## src/rtl/divisor_n_bits_pkg.sv

```systemverilog
// Shared constants for the sequential restoring divider: FSM encoding and counter sizing.
package divisor_n_bits_pkg;

  localparam int unsigned ST_W = 2;

  localparam logic [ST_W-1:0] ST_IDLE = 2'd0;
  localparam logic [ST_W-1:0] ST_RUN  = 2'd1;
  localparam logic [ST_W-1:0] ST_DONE = 2'd2;

  // Iteration counter must hold the value n itself, hence n+1 codes.
  function automatic int unsigned cnt_width(input int unsigned n);
    return $clog2(n + 1);
  endfunction

endpackage

```

## src/rtl/divisor_n_bits_sumador_restador.sv

```systemverilog
// Combinational N-bit adder/subtractor (iOp=1 subtracts); oCout=1 on subtract means no borrow.
module sumadorRestadorNBits #(
  parameter int unsigned NBITS = 8
) (
  input  logic [NBITS-1:0] iA,
  input  logic [NBITS-1:0] iB,
  input  logic             iOp,
  output logic [NBITS-1:0] oResult,
  output logic             oCout,
  output logic             oOverflow
);

  logic [NBITS-1:0] w_b;
  logic [NBITS:0]   w_sum;

  assign w_b     = iB ^ {NBITS{iOp}};
  assign w_sum   = {1'b0, iA} + {1'b0, w_b} + (NBITS+1)'(iOp);
  assign oResult = w_sum[NBITS-1:0];
  assign oCout   = w_sum[NBITS];

  // Two's-complement overflow: same-sign operands yielding a different-sign result.
  assign oOverflow = (iA[NBITS-1] == w_b[NBITS-1]) && (oResult[NBITS-1] != iA[NBITS-1]);

endmodule

```

## src/rtl/divisor_n_bits.sv

```systemverilog
// Sequential unsigned restoring divider: one quotient bit per RUN cycle, start/done handshake.
module divisor_n_bits
  import divisor_n_bits_pkg::*;
#(
  parameter int unsigned NBITS = 8
) (
  input  logic             iClk,
  input  logic             iRst_n,
  input  logic             iStart,
  input  logic [NBITS-1:0] iDividend,
  input  logic [NBITS-1:0] iDivisor,
  output logic [NBITS-1:0] oQuotient,
  output logic [NBITS-1:0] oRemainder,
  output logic             oBusy,
  output logic             oDone,
  output logic             oDivZero
);

  localparam int unsigned CW = cnt_width(NBITS);

  logic [ST_W-1:0]  r_state;
  logic [ST_W-1:0]  w_state_next;
  logic [CW-1:0]    r_cnt;
  logic [NBITS-1:0] r_q;
  logic [NBITS:0]   r_r;
  logic [NBITS-1:0] r_d;
  logic [NBITS-1:0] r_quotient;
  logic [NBITS-1:0] r_remainder;
  logic             r_busy;
  logic             r_done;
  logic             r_div_zero;

  logic             w_div_zero;
  logic             w_last;
  logic [NBITS:0]   w_r_shift;
  logic [NBITS:0]   w_trial;
  logic             w_no_borrow;
  logic             w_sub_ovf_unused;
  logic [NBITS:0]   w_r_next;
  logic [NBITS-1:0] w_q_next;

  assign w_div_zero = (iDivisor == '0);
  assign w_last     = (r_cnt == CW'(1));

  // Shift {R,Q} left; R stays below D so its top bit is always zero before the shift.
  assign w_r_shift = (r_r << 1) | (NBITS+1)'(r_q[NBITS-1]);

  sumadorRestadorNBits #(
    .NBITS (NBITS + 1)
  ) u_trial_sub (
    .iA        (w_r_shift),
    .iB        ({1'b0, r_d}),
    .iOp       (1'b1),
    .oResult   (w_trial),
    .oCout     (w_no_borrow),
    .oOverflow (w_sub_ovf_unused)
  );

  assign w_r_next = w_no_borrow ? w_trial : w_r_shift;
  assign w_q_next = {r_q[NBITS-2:0], w_no_borrow};

  // State register
  always_ff @(posedge iClk) begin
    if (!iRst_n) begin
      r_state <= ST_IDLE;
    end else begin
      r_state <= w_state_next;
    end
  end

  // Next-state logic
  always_comb begin
    w_state_next = r_state;
    case (r_state)
      ST_IDLE, ST_DONE: begin
        if (iStart) begin
          w_state_next = w_div_zero ? ST_DONE : ST_RUN;
        end else begin
          w_state_next = ST_IDLE;
        end
      end
      ST_RUN: begin
        if (w_last) begin
          w_state_next = ST_DONE;
        end
      end
      default: w_state_next = ST_IDLE;
    endcase
  end

  // Datapath, counter and result registers
  always_ff @(posedge iClk) begin
    if (!iRst_n) begin
      r_cnt       <= '0;
      r_q         <= '0;
      r_r         <= '0;
      r_d         <= '0;
      r_quotient  <= '0;
      r_remainder <= '0;
      r_busy      <= 1'b0;
      r_done      <= 1'b0;
      r_div_zero  <= 1'b0;
    end else begin
      r_busy <= (w_state_next == ST_RUN);
      r_done <= (w_state_next == ST_DONE);
      case (r_state)
        ST_IDLE, ST_DONE: begin
          if (iStart) begin
            if (w_div_zero) begin
              r_quotient  <= '1;
              r_remainder <= iDividend;
              r_div_zero  <= 1'b1;
            end else begin
              r_q   <= iDividend;
              r_r   <= '0;
              r_d   <= iDivisor;
              r_cnt <= CW'(NBITS);
            end
          end
        end
        ST_RUN: begin
          r_q   <= w_q_next;
          r_r   <= w_r_next;
          r_cnt <= r_cnt - CW'(1);
          if (w_last) begin
            r_quotient  <= w_q_next;
            r_remainder <= w_r_next[NBITS-1:0];
            r_div_zero  <= 1'b0;
          end
        end
        default: ;
      endcase
    end
  end

  assign oQuotient  = r_quotient;
  assign oRemainder = r_remainder;
  assign oBusy      = r_busy;
  assign oDone      = r_done;
  assign oDivZero   = r_div_zero;

endmodule
```

## config.mk

```make
export PLATFORM = sky130hd
export DESIGN_NAME = divisor_n_bits
export DESIGN_NICKNAME = d
export VERILOG_FILES = /design/src/rtl/divisor_n_bits_pkg.sv /design/src/rtl/divisor_n_bits_sumador_restador.sv /design/src/rtl/divisor_n_bits.sv
export SDC_FILE = /design/constraint.sdc
export NUM_CORES = 1
export LEC_CHECK = 0
export CORE_MARGIN = 8
export CORE_UTILIZATION = 40
export CTS_BUF_LIST = sky130_fd_sc_hd__clkbuf_8
export CTS_CLUSTER_DIAMETER = 50
export CTS_CLUSTER_SIZE = 40
export DETAILED_ROUTE_END_ITERATION = 7
export GPL_ROUTABILITY_DRIVEN = 0
export PLACE_DENSITY = 0.62
export SLEW_MARGIN = 10
export SYNTH_ARGS = -nofsm -noshare
export SYNTH_HDL_FRONTEND = slang
export SYNTH_HIERARCHICAL = 1
export SYNTH_SLANG_ARGS = --single-unit
```

## constraint.sdc

```tcl
create_clock -name iClk -period 2.55 [get_ports iClk]
set_clock_uncertainty 0.05 [all_clocks]
set_input_delay 0.3825 -clock iClk [delete_from_list [all_inputs] [get_ports iClk]]
set_output_delay 0.3825 -clock iClk [all_outputs]
set_load 0.1 [all_outputs]
```

==> impl_metrics.env <==
export IMPL_status="finished, final reports clean"
export IMPL_dpl_hpwl_um=4280
export IMPL_diodes=0
export IMPL_hp_class="register to register"
export IMPL_post_cts_setup_buffer_count=0
export IMPL_wl_per_cell_um=14.4
export IMPL_clk_pin_slew_ns=0.10
export IMPL_yosysWarnings=6
export IMPL_setup_violations=0
export IMPL_maxCapViolCount=0
export IMPL_power_mw=1.83
export IMPL_grt_pass1_wl_um=10600
export IMPL_tritoncts="yes"
export IMPL_arrival_ns=2.49
export IMPL_grt_max_degree=57
export IMPL_root_buffer="clkbuf_8"
export IMPL_max_freq_mhz=426
export IMPL_grt_pass1_vias=2222
export IMPL_p_per_area_nw_per_um2=570
export IMPL_syn_area_per_cell_um2=9.27
export IMPL_period_share=0.920
export IMPL_syn_to_final_growth_pct=18.7
export IMPL_hold_viol=0
export IMPL_endpoint_kind="register"
export IMPL_p_sw_mw=0.634
export IMPL_ir_worst_vdd_mv=0.235
export IMPL_cts_buffer_depth=2
export IMPL_internal_power_mw=1.19
export IMPL_tightest_slew_ns=0.582
export IMPL_swShare=0.347
export IMPL_drive_gt1_frac=0.218
export IMPL_wirelength_um=5920
export IMPL_multi_input_area_um2=1580
export IMPL_die_h_um=98.1
export IMPL_start_kind="register"
export IMPL_slew_headroom=0.610
export IMPL_synth_area_um2=2700
export IMPL_start_util=0.406
export IMPL_syn_nets=321
export IMPL_clkLatencyLatePin_ns=0.31
export IMPL_grtUsageTotal=0.132
export IMPL_final_nets=359
export IMPL_num_rows=30
export IMPL_cts_sinks=49
export IMPL_p_leak_nw=1.27
export IMPL_fin_tns_setup_ns=0
export IMPL_ant_nets=0
export IMPL_seq_power_share=0.465
export IMPL_core_um2=6640
export IMPL_synthCells=291
export IMPL_drt_iter0_drc=90
export IMPL_grt_overflow_total=0
export IMPL_antenna_found_initial=0
export IMPL_die_width_um=98.1
export IMPL_clock_power_share=0.261
export IMPL_fin_area_um2=3200
export IMPL_drv_slew=0
export IMPL_placed_cell_area_um2=3100
export IMPL_cp_required_ns=2.69
export IMPL_vias_per_cell=5.12
export IMPL_die_area_um2=9630
export IMPL_final_fill_count=658
export IMPL_first_pass_iters=4
export IMPL_cp_max_fo=9
export IMPL_vias=2098
export IMPL_p_comb_frac=0.274
export IMPL_drc=0
export IMPL_htree_levels=2
export IMPL_crit_type="register to register"
export IMPL_timing_final_crit_period_ns=2.34
export IMPL_io_pins=38
export IMPL_seq_area_um2=981
export IMPL_rsz0062_at_grt="false"
export IMPL_numCtsBuffers=5
export IMPL_placement_io_buffers=37
==> cells in the final DEF (no fill, tap or decap), types with 4 or more instances in the layout <==
| master | count |
|---|---|
| dfxtp_1 | 49 |
| nand2_1 | 34 |
| buf_4 | 30 |
| mux2i_1 | 18 |
| clkdlybuf4s50_1 | 18 |
| o21ai_0 | 14 |
| nor2_1 | 12 |
| and2_1 | 11 |
| nor3_1 | 10 |
| ha_1 | 10 |
| xor2_1 | 10 |
| nor2b_1 | 9 |
| a21boi_1 | 9 |
| inv_1 | 8 |
| a31oi_1 | 8 |
| nor3_2 | 8 |
| o221a_2 | 6 |
| nor2_2 | 6 |
| clkbuf_8 | 5 |
| a21oi_2 | 4 |
| nand2b_1 | 4 |
| xnor2_1 | 4 |
| a21oi_1 | 4 |
| o21ai_1 | 4 |
==> final timing paths <==
check	slack, ns	end	cells past startpoint	startpoint
min reg2reg	0.41	oRemainder[5]	2	oRemainder[5]
max reg2reg	0.21	oRemainder[3]	11	r_d[3]
min	0.41	oRemainder[5]	2	oRemainder[5]
max	0.21	oRemainder[3]	11	r_d[3]
==> routing by layer <==
metal,part of all wire,vias to the layer above,track usage
li1,-,1084,-
met1,0.48,984,0.166
met5,0,-,0
met3,0.029,5,0.0256
met2,0.48,25,0.221
met4,0.011,0,0.0390
==> layout make-up <==
| type | count | share of cell area |
|---|---|---|
| clock buffers | 5 | 0.0215 |
| clock inverters | 3 | 0.00664 |
| inverters | 8 | 0.00937 |
| multi-input cells | 216 | 0.492 |
| flip-flops and latches | 49 | 0.306 |
| well taps | 80 | 0.0312 |
| repair buffers | 49 | 0.133 |
==> timing repair <==
item	in CTS	in global routing
setup endpoints to repair	1	17
resized for setup	1	6
hold buffers	0	0
==> flip-flops by register name (all words and copies together) (netlist names), 2 cells and up <==
register	count
oQuotient	8
r_q	8
r_state	2
oRemainder	8
r_r	8
r_d	8
r_cnt	4
==> through the flow <==
stage / hold WS [ns] / setup WS, ns / util / instances
after CTS: 0.415 / 0.0604 / 0.480 / 410
after floorplan: 0.397 / 0.176 / - / 291
after detailed placement: 0.397 / 0.0237 / 0.466 / 402
final: 0.410 / 0.205 / 0.482 / 410
after global routing: 0.439 / 0.0229 / 0.482 / 410
after global placement: 0.395 / 0.0212 / 0.466 / 402
==> critical path, stage by stage, from the launching register on <==
cell     delay, ns
dfxtp_1       0.33
xor2_1        0.13
ha_1          0.25
or2_1         0.24
a21oi_2       0.18
a31oi_4       0.04
a21bo_1       0.20
a31o_4        0.30
mux2i_1       0.16
nor2_1        0.07
o21ai_0       0.17
mux2i_1       0.09
==> power groups by stage <==
stage	registers [mW]	clock network [mW]	logic, mW
6_report	0.850	0.477	0.501
5_1_grt	0.858	0.522	0.547
4_1_cts	0.851	0.494	0.501
3_5_place_dp	0.868	0	0.499
3_3_place_gp	0.868	0	0.493
2_1_floorplan	0.985	0	0.259
(Power assumes the default switching activity.)
